--- src/rtl/drum_mul_arbiter_pkg.sv ---
// Shared types and sizing helpers for the DRUM multiplier arbiter.
package drum_mul_arbiter_pkg;

    typedef enum logic [1:0] {
        IDLE = 2'd0,
        BUSY = 2'd1,
        DONE = 2'd2
    } drum_arb_state_t;

    localparam int DEF_N = 4;
    localparam int DEF_M = 4;

    function automatic int id_width(input int nreq);
        return (nreq < 2) ? 1 : $clog2(nreq);
    endfunction

endpackage

--- src/rtl/drum_mul_arbiter_if.sv ---
// Requester, shared-multiplier and response signals of the DRUM arbiter.
interface drum_mul_arbiter_if #(
    parameter int N    = drum_mul_arbiter_pkg::DEF_N,
    parameter int M    = drum_mul_arbiter_pkg::DEF_M,
    parameter int NREQ = 4
);
    localparam int ID_W = drum_mul_arbiter_pkg::id_width(NREQ);

    logic [NREQ-1:0]   req_valid;
    logic [NREQ-1:0]   req_ready;
    logic [NREQ*N-1:0] req_a;
    logic [NREQ*M-1:0] req_b;
    logic [N-1:0]      mul_a;
    logic [M-1:0]      mul_b;
    logic [N+M-1:0]    mul_r;
    logic              resp_valid;
    logic              resp_ready;
    logic [N+M-1:0]    resp_r;
    logic [ID_W-1:0]   resp_id;
    logic              busy;

    modport master (
        output req_valid, req_a, req_b, mul_r, resp_ready,
        input  req_ready, mul_a, mul_b, resp_valid, resp_r, resp_id, busy
    );

    modport slave (
        input  req_valid, req_a, req_b, mul_r, resp_ready,
        output req_ready, mul_a, mul_b, resp_valid, resp_r, resp_id, busy
    );

endinterface

--- src/rtl/drum_mul_arbiter_rr_arbiter.sv ---
// Combinational round-robin picker: first set request at or after ptr, wrapping.
module rr_arbiter
    import drum_mul_arbiter_pkg::*;
#(
    parameter int NREQ = 4,
    parameter int ID_W = id_width(NREQ)
) (
    input  logic [NREQ-1:0] req,
    input  logic [ID_W-1:0] ptr,
    output logic [NREQ-1:0] gnt_onehot,
    output logic [ID_W-1:0] gnt_idx,
    output logic            gnt_any
);

    always_comb begin
        int unsigned j;
        j          = 0;
        gnt_onehot = '0;
        gnt_idx    = '0;
        gnt_any    = 1'b0;
        for (int k = 0; k < NREQ; k++) begin
            j = int'(ptr) + k;
            // explicit wrap keeps non-power-of-two NREQ correct
            if (j >= NREQ) j = j - NREQ;
            if (!gnt_any && req[j]) begin
                gnt_any       = 1'b1;
                gnt_idx       = ID_W'(j);
                gnt_onehot[j] = 1'b1;
            end
        end
    end

endmodule

--- src/rtl/drum_mul_arbiter.sv ---
// Time-shares one external DRUM multiplier among NREQ requesters, round-robin,
// returning each tagged product through a single valid/ready response port.
//
//   state | meaning
//   IDLE  | waiting for a request; grant combinationally, latch operands
//   BUSY  | operands held on the multiplier for MUL_LAT cycles
//   DONE  | response valid, held until the consumer takes it
module drum_mul_arbiter
    import drum_mul_arbiter_pkg::*;
#(
    parameter int N       = DEF_N,
    parameter int M       = DEF_M,
    parameter int NREQ    = 4,
    parameter int MUL_LAT = 1
) (
    input logic              clk,
    input logic              rst,
    drum_mul_arbiter_if.slave bus
);

    localparam int ID_W  = id_width(NREQ);
    localparam int CNT_W = (MUL_LAT > 1) ? $clog2(MUL_LAT) : 1;

    drum_arb_state_t state;
    logic [ID_W-1:0]  rr_ptr;
    logic [ID_W-1:0]  tag;
    logic [CNT_W-1:0] cnt;
    logic [N-1:0]     mul_a;
    logic [M-1:0]     mul_b;
    logic [N+M-1:0]   resp_r;
    logic [ID_W-1:0]  resp_id;
    logic             resp_valid;

    logic [NREQ-1:0]  gnt_onehot;
    logic [ID_W-1:0]  gnt_idx;
    logic             gnt_any;

    rr_arbiter #(
        .NREQ (NREQ),
        .ID_W (ID_W)
    ) u_rr (
        .req        (bus.req_valid),
        .ptr        (rr_ptr),
        .gnt_onehot (gnt_onehot),
        .gnt_idx    (gnt_idx),
        .gnt_any    (gnt_any)
    );

    assign bus.req_ready  = (!rst && state == IDLE) ? gnt_onehot : '0;
    assign bus.mul_a      = mul_a;
    assign bus.mul_b      = mul_b;
    assign bus.resp_valid = resp_valid;
    assign bus.resp_r     = resp_r;
    assign bus.resp_id    = resp_id;
    assign bus.busy       = (state != IDLE);

    always_ff @(posedge clk) begin
        if (rst) begin
            state      <= IDLE;
            rr_ptr     <= '0;
            tag        <= '0;
            cnt        <= '0;
            mul_a      <= '0;
            mul_b      <= '0;
            resp_r     <= '0;
            resp_id    <= '0;
            resp_valid <= 1'b0;
        end else begin
            case (state)
                IDLE: begin
                    if (gnt_any) begin
                        mul_a  <= bus.req_a[int'(gnt_idx)*N +: N];
                        mul_b  <= bus.req_b[int'(gnt_idx)*M +: M];
                        tag    <= gnt_idx;
                        rr_ptr <= (int'(gnt_idx) == NREQ-1) ? '0 : gnt_idx + ID_W'(1);
                        cnt    <= CNT_W'(MUL_LAT-1);
                        state  <= BUSY;
                    end
                end
                BUSY: begin
                    if (cnt != '0) begin
                        cnt <= cnt - CNT_W'(1);
                    end else begin
                        resp_r     <= bus.mul_r;
                        resp_id    <= tag;
                        resp_valid <= 1'b1;
                        state      <= DONE;
                    end
                end
                DONE: begin
                    // no new grant on the handshake edge; IDLE re-arbitrates next cycle
                    if (bus.resp_ready) begin
                        resp_valid <= 1'b0;
                        state      <= IDLE;
                    end
                end
                default: state <= IDLE;
            endcase
        end
    end

endmodule
--- src/flat_wrapper.sv ---
// flat-port wrapper written by rule: the top's interface ports become plain ports
module drum_mul_arbiter_flat import drum_mul_arbiter_pkg::*;
#(
    parameter int N       = DEF_N,
    parameter int M       = DEF_M,
    parameter int NREQ    = 4,
    parameter int MUL_LAT = 1
)
  (clk, rst, bus_req_valid, bus_req_a, bus_req_b, bus_mul_r, bus_resp_ready, bus_req_ready, bus_mul_a, bus_mul_b, bus_resp_valid, bus_resp_r, bus_resp_id, bus_busy);
  drum_mul_arbiter_if #(.N(N), .M(M), .NREQ(NREQ)) bus_i ();
  input logic clk;
  input logic rst;
  input wire logic [$bits(bus_i.req_valid)-1:0] bus_req_valid;
  input wire logic [$bits(bus_i.req_a)-1:0] bus_req_a;
  input wire logic [$bits(bus_i.req_b)-1:0] bus_req_b;
  input wire logic [$bits(bus_i.mul_r)-1:0] bus_mul_r;
  input wire logic [$bits(bus_i.resp_ready)-1:0] bus_resp_ready;
  output wire logic [$bits(bus_i.req_ready)-1:0] bus_req_ready;
  output wire logic [$bits(bus_i.mul_a)-1:0] bus_mul_a;
  output wire logic [$bits(bus_i.mul_b)-1:0] bus_mul_b;
  output wire logic [$bits(bus_i.resp_valid)-1:0] bus_resp_valid;
  output wire logic [$bits(bus_i.resp_r)-1:0] bus_resp_r;
  output wire logic [$bits(bus_i.resp_id)-1:0] bus_resp_id;
  output wire logic [$bits(bus_i.busy)-1:0] bus_busy;
  assign bus_i.req_valid = bus_req_valid;
  assign bus_i.req_a = bus_req_a;
  assign bus_i.req_b = bus_req_b;
  assign bus_i.mul_r = bus_mul_r;
  assign bus_i.resp_ready = bus_resp_ready;
  assign bus_req_ready = bus_i.req_ready;
  assign bus_mul_a = bus_i.mul_a;
  assign bus_mul_b = bus_i.mul_b;
  assign bus_resp_valid = bus_i.resp_valid;
  assign bus_resp_r = bus_i.resp_r;
  assign bus_resp_id = bus_i.resp_id;
  assign bus_busy = bus_i.busy;
  drum_mul_arbiter #(.N(N), .M(M), .NREQ(NREQ), .MUL_LAT(MUL_LAT)) u_core (.clk(clk), .rst(rst), .bus(bus_i));
endmodule
--- config.mk ---
export PLATFORM = sky130hd
export DESIGN_NAME = drum_mul_arbiter_flat
export DESIGN_NICKNAME = d
export VERILOG_FILES = /design/src/rtl/drum_mul_arbiter_pkg.sv /design/src/rtl/drum_mul_arbiter_if.sv /design/src/rtl/drum_mul_arbiter_rr_arbiter.sv /design/src/rtl/drum_mul_arbiter.sv /design/src/flat_wrapper.sv
export SDC_FILE = /design/constraint.sdc
export NUM_CORES = 1
export LEC_CHECK = 0
export BUFFER_PORTS_ARGS = -buffer_cell sky130_fd_sc_hd__buf_2
export CAP_MARGIN = 20
export CORE_MARGIN = 2
export CORE_UTILIZATION = 49
export CTS_BUF_LIST = sky130_fd_sc_hd__clkbuf_8
export DETAILED_ROUTE_END_ITERATION = 8
export PLACE_DENSITY_LB_ADDON = 0.12
export RECOVER_POWER = 100
export SYNTH_ARGS = -nofsm -noshare
export SYNTH_HDL_FRONTEND = slang
export SYNTH_HIERARCHICAL = 1
export SYNTH_SLANG_ARGS = --single-unit
--- constraint.sdc ---
create_clock -name clk -period 3.4 [get_ports clk]
set_input_delay 0.51 -clock clk [delete_from_list [all_inputs] [get_ports clk]]
set_output_delay 0.51 -clock clk [all_outputs]
set_load 0.02 [all_outputs]
**After elaboration in Yosys (flattened, before gate mapping)**

Index checks and enable logic that the tools add are counted.

- Register bits: 26
- Input port bits: 47
- Word-level logic and storage cells: 107
- Output and inout port bits: 24

- Shift-type cells: 2
- Bitwise logic cells: 4
- $lt $le $gt $ge: 12
- Equal/unequal tests: 6
- Multiplexer cells: 44
- Reductions and logical operators: 21
- $add $sub $neg: 9

Operators with widths:

| operator | number |
|---|---|
| >= comparator 32 x 1 -> 1 bit, second input constant | 4 |
| less-than comparator 32 x 3 -> 1 bit, second input constant | 4 |
| 2-to-1 mux 32 bit | 4 |
| variable part select 16 x 5 -> 4 bit | 2 |
| 2-to-1 mux 4 bit | 5 |
| 2-to-1 mux 1 bit | 16 |
| 2-to-1 mux 2 bit | 8 |
| bitwise OR 4 bit | 3 |
| subtractor 3 x 3 -> 4 bit, second input constant | 3 |
| >= comparator 3 bit, second input constant | 3 |
| binary-select mux 1 bit (select 2 bit) | 4 |
| demux 1 bit (select 2 bit) | 4 |
| logical AND 1 bit | 8 |
| adder 2 x 2 -> 3 bit, second input constant | 2 |
| case mux 2 bit (3 select lines) | 1 |
| AND reduction 2 bit | 3 |
| AND reduction 3 bit | 2 |
| nonzero test 2 bit | 3 |
| == test 2 x 1 -> 1 bit, second input constant | 2 |
| zero test 1 bit | 4 |
| inequality test 2 bit, second input constant | 2 |
| case mux 1 bit (2 select lines) | 2 |
| subtractor 2 x 3 -> 4 bit, second input constant | 1 |
| adder 2 x 1 -> 3 bit, second input constant | 1 |
| 7 further kinds | 7 |

**Depth between registers and ports, before layout**

Gate-level depths: netlist of run 1.

- Word-level depth: 16
- Depth in mapped cells: 12
- Mapped depth without buffers: 9

**Hierarchy**

The synthesis of run 1 kept the hierarchy.

By module, submodules not included:

| module | area an instance (um^2) | seq. area each (um^2) | instances | cells each |
|---|---|---|---|---|
| drum_mul_arbiter | 1131.1 | 500.5 | 1 | 127 |
| rr_arbiter | 459.2 | 0.0 | 1 | 48 |

**Worst setup path before layout of run 1**

Ideal clock, no wire load.

- Path kind: register to register
- Start: register u_core.rr_ptr[0]
- End: register u_core.mul_a[0] (netlist: u_core/bus.mul_a[0])
- Required time: 3268 ps
- Buffers on the path: 3
- Clock period less this slack: 2845 ps
- Stages on the path, launching flop included: 13
- Slack: 555 ps
- Arrival: 2712 ps
- Library setup time: 132 ps
- Cell sequence: dfxtp_1 -> buf_6 -> inv_1 -> ha_1 -> mux4_2 -> buf_6 -> and2b_2 -> o21ai_0 -> o31ai_1 -> buf_4 -> mux4_2 -> nand2_1 -> a21oi_1

- Cells in the longest elaborated chain, start to end: 15
- Elaborated cells between the ends (all ways): 39
- Classes of those cells: add/sub (7); order compare (4); shift (1); mux (20); reduce/logical (7)

Ends and longest elaborated chain:

| what | line | text |
|---|---|---|
| from (decl) | drum_mul_arbiter.sv:25 | `logic [ID_W-1:0] rr_ptr;` |
| from (signal assigned) | drum_mul_arbiter.sv:75 | `rr_ptr <= (int'(gnt_idx) == NREQ-1) ? '0 : gnt_idx + ID_W'(1);` |
| parallel branches: the longest is 13 deep, another holds subtractor 3 x 3 -> 4 bit | -- |  |
| 2-to-1 mux 2 bit * | drum_mul_arbiter_rr_arbiter.sv:25 | `if (!gnt_any && req[j]) begin` |
| named net u_core.gnt_idx[0] | drum_mul_arbiter.sv:35 | `logic [ID_W-1:0] gnt_idx;` |
| variable part select 16 x 5 -> 4 bit * | drum_mul_arbiter.sv:72 | `mul_a <= bus.req_a[int'(gnt_idx)*N +: N];` |
| to (signal assigned) | drum_mul_arbiter.sv:72 |  |
| to (decl) | drum_mul_arbiter.sv:28 | `logic [N-1:0] mul_a;` |

Mark *: on every way through the listed nets, which the timed path passes. The select of a mux whose other input is x is not followed.
A chain may end at the register's enable or synchronous reset.

**Final worst setup path of run 1**

- Start: register u_core.rr_ptr[1]
- End: output bus_req_ready[3]

- Cells in the longest elaborated chain, start to end: 15
- Elaborated cells between the ends (all ways): 60
- Classes of those cells: add/sub (7); order compare (12); mux (28); bitwise (3); reduce/logical (10)

Ends and longest elaborated chain:

| what | line | text |
|---|---|---|
| parallel branches: the longest is 13 deep, another holds >= comparator 32 x 1 -> 1 bit | -- |  |
| 2-to-1 mux 4 bit * | drum_mul_arbiter_rr_arbiter.sv:25 |  |
| named net u_core.gnt_onehot[3] | drum_mul_arbiter.sv:34 | `logic [NREQ-1:0] gnt_onehot;` |
| 2-to-1 mux 4 bit * | drum_mul_arbiter.sv:49 | `assign bus.req_ready = (!rst && state == IDLE) ? gnt_onehot : '0;` |
| to (decl) | flat_wrapper.sv:18 | `output wire logic [$bits(bus_i.req_ready)-1:0] bus_req_ready;` |

Marks and branches as above.

==> results.py, run 1 <==
metrics = {
    "power_and_ir_drop": {
        "internal-power_w": 0.0009473,
        "p_switching_w": 0.0007335,
        "p_clk_frac": 0.109,
        "pwr-share-comb": 0.632,
        "power_density_nw_per_um2": 846.5,
        "p_sw_frac": 0.4364,
        "power_leakage_nw": 0.8252,
        "vdd_drop_max_mv": 0.4357,
        "pwr-share-seq": 0.259,
    },
    "final_layout": {
        "area_delta_synth_final_pct": 24.86,
        "ff_latch_area_um2": 501.7,
        "final_layout_size_suffix_gt1_frac": 0.3033,
        "final_cell_mix": "buf_2, nand2_1, dfxtp_1",
        "layout_commonest_cell": "buf_2",
        "fillers": 290,
        "multi_input_area_um2": 992.2,
        "n_antenna_cell": 0,
        "final_net_count": 301,
    },
    "clocking": {
        "clkTransAtPathRegs_ps": 90,
        "cts_setup_buffers": 0,
        "cts_buffers": 3,
        "ctsRootBufferMaster": "clkbuf_8",
        "clkLatencyLatePin_ps": 270,
        "clock_path_buffers": 2,
        "cts_tree": "yes",
        "cts_sinks": 25,
        "cts_max_level": 1,
    },
    "detailed_routing": {
        "first_pass_iters": 4,
        "drt_iter0_drc": 85,
        "drcViolationCount": 0,
        "post_drt_wl_per_cell_um": 11.84,
        "ant_nets": 0,
        "wirelength_um": 3409,
        "vias": 1490,
        "viasPerCell": 5.174,
    },
    "worst_setup_path": {
        "max_stage_delay_ps": 400,
        "critPathMaxFanout": 9,
        "cpMaxStageDelayCell": "dfxtp_2",
        "cp.required_ps": 2890,
        "critical_path_class": "flip-flop to output pin",
        "start_kind": "flip-flop",
        "path_cells": "inv_1, ha_1, mux4_2, buf_4, nor4b_4, a22oi_1, o21ai_0, and2_1, clkbuf_1",
        "crit_arrival_ps": 2680,
        "r2r_slack_ps": 290,
        "endpoint_kind": "output pin",
    },
    "synth": {
        "syn-num-nets": 231,
        "ys_warn_count": 6,
        "synthCells": 175,
        "synth_cell_types": 32,
        "ys_seq_area_frac": 0.3147,
        "ys_ff_latch": 25,
        "avgSynthCellArea_um2": 9.087,
        "syn-cell-area_um2": 1590,
    },
    "floorplan": {
        "die_w_um": 60.97,
        "initial_core_util": 0.5167,
        "pin_count": 71,
        "dieHeight_um": 60.97,
        "rows": 20,
        "core_area_um2": 3078,
        "dieArea_um2": 3717,
    },
    "sta": {
        "setup_slack_ps": 212.5,
        "drv_slew": 0,
        "fin_tns_setup_ps": 0,
        "layout_min_cycle_time_ps": 3188,
        "setup_viol_count_final": 0,
        "tightest_slew_ps": 738.8,
        "fin_skew_ps": 2.700,
        "rsz0062_at_grt": "false",
        "fin_crit_sh": 0.9375,
        "hold_viol": 0,
        "fmax_mhz": 313.7,
        "maxSlewHeadroom": 0.5064,
    },
    "global_routing": {
        "grt_pass1_wl_um": 5195,
        "antenna_found_initial": 0,
        "grt_usage": 0.1825,
        "grt_max_degree": 27,
        "grt_pass1_vias": 1226,
        "gr-total-overflow": 0,
    },
    "run_status": {
        "outcome": "complete, no violations",
    },
    "place": {
        "dpl.hpwl_um": 2583,
        "dp_slack_ps": 244.6,
        "port_buffers": 70,
        "gp_congestion": 0.7495,
    },
    "hold_path": {
        "hp-class": "flip-flop to flip-flop",
    },
    "run": {
        "max_cap_violations": 0,
    },
}
state kept, by name, indices dropped and copies added, names as in the netlist:
| name | flops |
|---|---|
| u_core/rr_ptr | 2 |
| u_core/bus.mul_b | 4 |
| u_core/bus.resp_valid | 1 |
| u_core/bus.mul_a | 4 |
| u_core/bus.resp_r | 8 |
| u_core/state | 2 |
| u_core/bus.resp_id | 2 |
| u_core/tag | 2 |
path summary, 6_finish.rpt:
path                              end  cells past startpoint                 from
setup / recovery     bus_req_ready[3]                      9     u_core/rr_ptr[1]
hold / removal    u_core/bus.mul_a[1]                      2  u_core/bus.mul_a[1]
setup reg to reg  u_core/bus.mul_a[2]                     11     u_core/rr_ptr[1]
hold reg to reg   u_core/bus.mul_a[1]                      2  u_core/bus.mul_a[1]
synthesized netlist by cell type:
cell type	instances	area (µm²)
a211oi_1	1	7.510
a21oi_1	23	115.1
a22oi_1	8	60.06
a32o_1	1	10.01
and2_1	4	25.02
and2b_2	1	8.760
buf_4	2	15.01
buf_6	3	33.78
clkbuf_1	6	22.52
dfxtp_1	25	500.5
dlymetal6s2s_1	1	12.51
ha_1	9	112.6
inv_1	4	15.01
mux2_2	1	11.26
mux2i_1	2	20.02
mux4_1	2	52.55
mux4_2	10	225.2
nand2_1	43	161.4
nand2b_1	3	18.77
nor2_1	8	30.03
nor2b_1	2	12.51
nor3_1	1	5.000
nor3b_1	1	7.510
nor4_1	1	6.260
nor4b_4	1	23.77
o211ai_1	1	7.510
o21ai_0	6	30.03
o221ai_1	1	8.760
o31ai_1	1	7.510
or2_2	1	6.260
or3_1	1	6.260
or3b_4	1	11.26
logic make-up (layout without fill, tap and decap cells):
family | count (synthesis) | in the layout | share of synthesized area
adder cells (fa/ha/maj) | 9 | 9 | 0.07081
buffers and inverters | 16 | 85 | 0.06215
AO/OA/AOI/OAI | 42 | 42 | 0.1550
AND/OR/NAND/NOR | 68 | 68 | 0.2030
flip-flops | 25 | 25 | 0.3147
multiplexers | 15 | 15 | 0.1943
metal layers:
metal,share of wire,GRT usage,vias to the layer above
li1,-,-,758
met1,0.46,0.2357,663
met2,0.46,0.3180,67
met3,0.078,0.02345,2
met4,0.0050,0.05590,0
met5,0,0,-
final cells by class:
cell class              count  share of cell area
multi-input cells         134              0.4997
inverters                   4            0.007561
well taps                  44             0.02773
flip-flops and latches     25              0.2527
clock buffers               3             0.02079
repair buffers             77              0.1878
clock inverters             1            0.003781
what timing repair did:
item / 4_1_cts / 5_1_grt
endpoints found under the setup margin: 0 / 4
hold buffers: 0 / 0
resized for setup: 0 / 1
power by group through the flow:
stage	combinational (W)	clock, W	sequential, W
final	0.00106	0.000183	0.000436
after global placement	0.00108	0	0.000436
after detailed placement	0.00111	0	0.000441
after CTS	0.00111	0.000190	0.000434
after floorplan	0.000781	0	0.000518
after global routing	0.00119	0.000195	0.000448
critical path: cells and delay by family, from the launching register on:
family,cells,cell delay [ps]
flip-flops,1,400
adder cells (fa/ha/maj),1,390
AND/OR/NAND/NOR,2,530
buffers and inverters,3,550
multiplexers,1,330
AO/OA/AOI/OAI,2,210
stage by stage:
stage               power, W  utilization  area [µm²]  hold slack (ps)  cells
finish              0.001681       0.6451        1986            457.5    288
floorplan           0.001299            -        1590            428.5    175
detailed placement  0.001547       0.6411        1973            444.2    284
CTS                 0.001733       0.6569        2022            458.7    288
global placement    0.001516       0.6374        1962            439.2    283
global route        0.001832       0.6451        1986            458.9    288
(Power assumes the default switching activity.)
==> run 2, diff against run 1 <==
--- a/config.mk
+++ b/config.mk
@@ -5,7 +5,7 @@
 export SDC_FILE = /design/constraint.sdc
 export NUM_CORES = 1
 export LEC_CHECK = 0
-export BUFFER_PORTS_ARGS = -buffer_cell sky130_fd_sc_hd__buf_2
+export BUFFER_PORTS_ARGS = -buffer_cell sky130_fd_sc_hd__clkbuf_2
 export CAP_MARGIN = 20
 export CORE_MARGIN = 2
 export CORE_UTILIZATION = 49
==> results.py, run 2 (synthesis results as in run 1) <==
metrics = {
    "run_status": {
        "outcome": "complete, no violations",
    },
    "hold_path": {
        "hp-class": "flip-flop to flip-flop",
    },
    "power_and_ir_drop": {
        "internal-power_w": 0.0009159,
        "p_sw_frac": 0.4393,
        "p_switching_w": 0.0007176,
        "pwr-share-seq": 0.263,
        "power_density_nw_per_um2": 835.3,
        "p_clk_frac": 0.104,
        "vdd_drop_max_mv": 0.4243,
        "pwr-share-comb": 0.633,
        "power_leakage_nw": 0.8144,
    },
    "worst_setup_path": {
        "critical_path_class": "flip-flop to output pin",
        "crit_arrival_ps": 2520,
        "start_kind": "flip-flop",
        "endpoint_kind": "output pin",
        "cp.required_ps": 2890,
        "critPathMaxFanout": 10,
    },
    "clocking": {
        "cts_setup_buffers": 0,
        "cts_max_level": 1,
        "cts_tree": "yes",
        "clkTransAtPathRegs_ps": 80,
        "clkLatencyLatePin_ps": 260,
        "ctsResizeCount": 0,
        "cts_buffers": 3,
        "ctsHoldBuffers": 0,
        "clock_path_buffers": 2,
        "cts_sinks": 25,
        "ctsRootBufferMaster": "clkbuf_8",
    },
    "place": {
        "gp_congestion": 0.7092,
        "dpl.hpwl_um": 2583,
        "placed_cells": 281,
        "postPlaceCellArea_um2": 1947,
        "port_buffers": 70,
        "dp_slack_ps": 467.0,
    },
    "final_layout": {
        "final_cell_mix": "clkbuf_2, nand2_1, clkbuf_1, dfxtp_1, a21oi_1",
        "layout_commonest_cell": "clkbuf_2",
        "largest_reg_flops": 8,
        "final_cells": 285,
        "regMostFlops": "u_core/bus.resp_r",
        "utilization": 0.6354,
        "final_layout_size_suffix_gt1_frac": 0.2780,
        "final_net_count": 298,
        "n_antenna_cell": 0,
        "area_delta_synth_final_pct": 22.97,
        "top_regs": "u_core/bus.resp_r: 8 flops, u_core/bus.mul_a: 4 flops, u_core/bus.mul_b: 4 flops",
        "design_area_um2": 1956,
    },
    "sta": {
        "maxSlewHeadroom": 0.2854,
        "fin_tns_setup_ps": 0,
        "setup_slack_ps": 368.3,
        "drv_slew": 0,
        "fmax_mhz": 329.8,
        "setup_viol_count_final": 0,
        "layout_min_cycle_time_ps": 3032,
        "fin_skew_ps": 2.374,
        "hold_viol": 0,
        "tightest_slew_ps": 1072,
        "rsz0062_at_grt": "false",
        "fin_crit_sh": 0.8917,
    },
    "detailed_routing": {
        "wl_met2_um": 1566,
        "viasPerCell": 5.235,
        "vias": 1492,
        "drcViolationCount": 0,
        "drt_iter0_drc": 45,
        "first_pass_iters": 4,
        "wirelength_um": 3347,
        "top_layer": "met4",
        "wl_met3_um": 267,
        "post_drt_wl_per_cell_um": 11.74,
        "ant_nets": 0,
        "drt-met1-wl_um": 1506,
    },
    "floorplan": {
        "die_w_um": 60.97,
        "dieArea_um2": 3717,
        "rows": 20,
        "pin_count": 71,
        "initial_core_util": 0.5167,
        "core_area_um2": 3078,
        "dieHeight_um": 60.97,
    },
    "global_routing": {
        "grt_pass1_vias": 1244,
        "grt_max_degree": 27,
        "gr-total-overflow": 0,
        "antenna_found_initial": 0,
        "grt_pass1_wl_um": 5161,
        "grt_usage": 0.1826,
    },
    "run": {
        "max_cap_violations": 0,
    },
}
==> run 2: changes by cell type in the layout (fill, tap and decap cells not counted), sizes merged <==
cell / delta
buf: -49
clkbuf: +46
clkinv: +1
clkinvlp: -1
==> run 2: power by group through the flow <==
| stage | combinational, W | sequential (W) | clock (W) |
|---|---|---|---|
| floorplan | 0.000781 | 0.000518 | 0 |
| global route | 0.00116 | 0.000442 | 0.000185 |
| global placement | 0.00107 | 0.000434 | 0 |
| CTS | 0.00108 | 0.000429 | 0.000174 |
| finish | 0.00103 | 0.000429 | 0.000170 |
| detailed placement | 0.00107 | 0.000436 | 0 |
==> run 2: worst max-delay path: stages, from the launching register on <==
cell and delay (ps):
dfxtp_1 340, inv_1 110, ha_1 370, mux4_2 440
nor4b_4 400, a22oi_1 130, o21ai_0 90, and2_1 140
clkbuf_1 230
==> run 2: final cells by class <==
class / instances / area (µm²)
tap: 44 / 55.05
fill: 309 / 1122
inverter: 4 / 15.01
multi-input combinational: 134 / 992.2
clock inverter: 1 / 5.005
timing repair buffer: 74 / 346.6
sequential: 25 / 500.5
clock buffer: 3 / 41.29
==> run 2: layer usage <==
metal,track usage,up-vias
met3,0.03838,2
met5,0,-
li1,-,753
met2,0.3272,71
met1,0.2312,666
met4,0.02795,0
==> run 2: final timing paths <==
path,depth (start not counted),start,slack (ps),endpoint
max,8,u_core/rr_ptr[1],370,bus_req_ready[0]
min,2,u_core/bus.resp_r[4],450,u_core/bus.resp_r[4]
max reg2reg,10,u_core/rr_ptr[1],410,u_core/bus.mul_a[0]
min reg2reg,2,u_core/bus.resp_r[4],450,u_core/bus.resp_r[4]
==> run 2: stage by stage <==
stage	power (W)	hold WS, ps
final	0.001634	453.7
after global routing	0.001785	457.8
after global placement	0.001500	440.5
after detailed placement	0.001510	445.9
after CTS	0.001680	457.4
after floorplan	0.001299	428.5
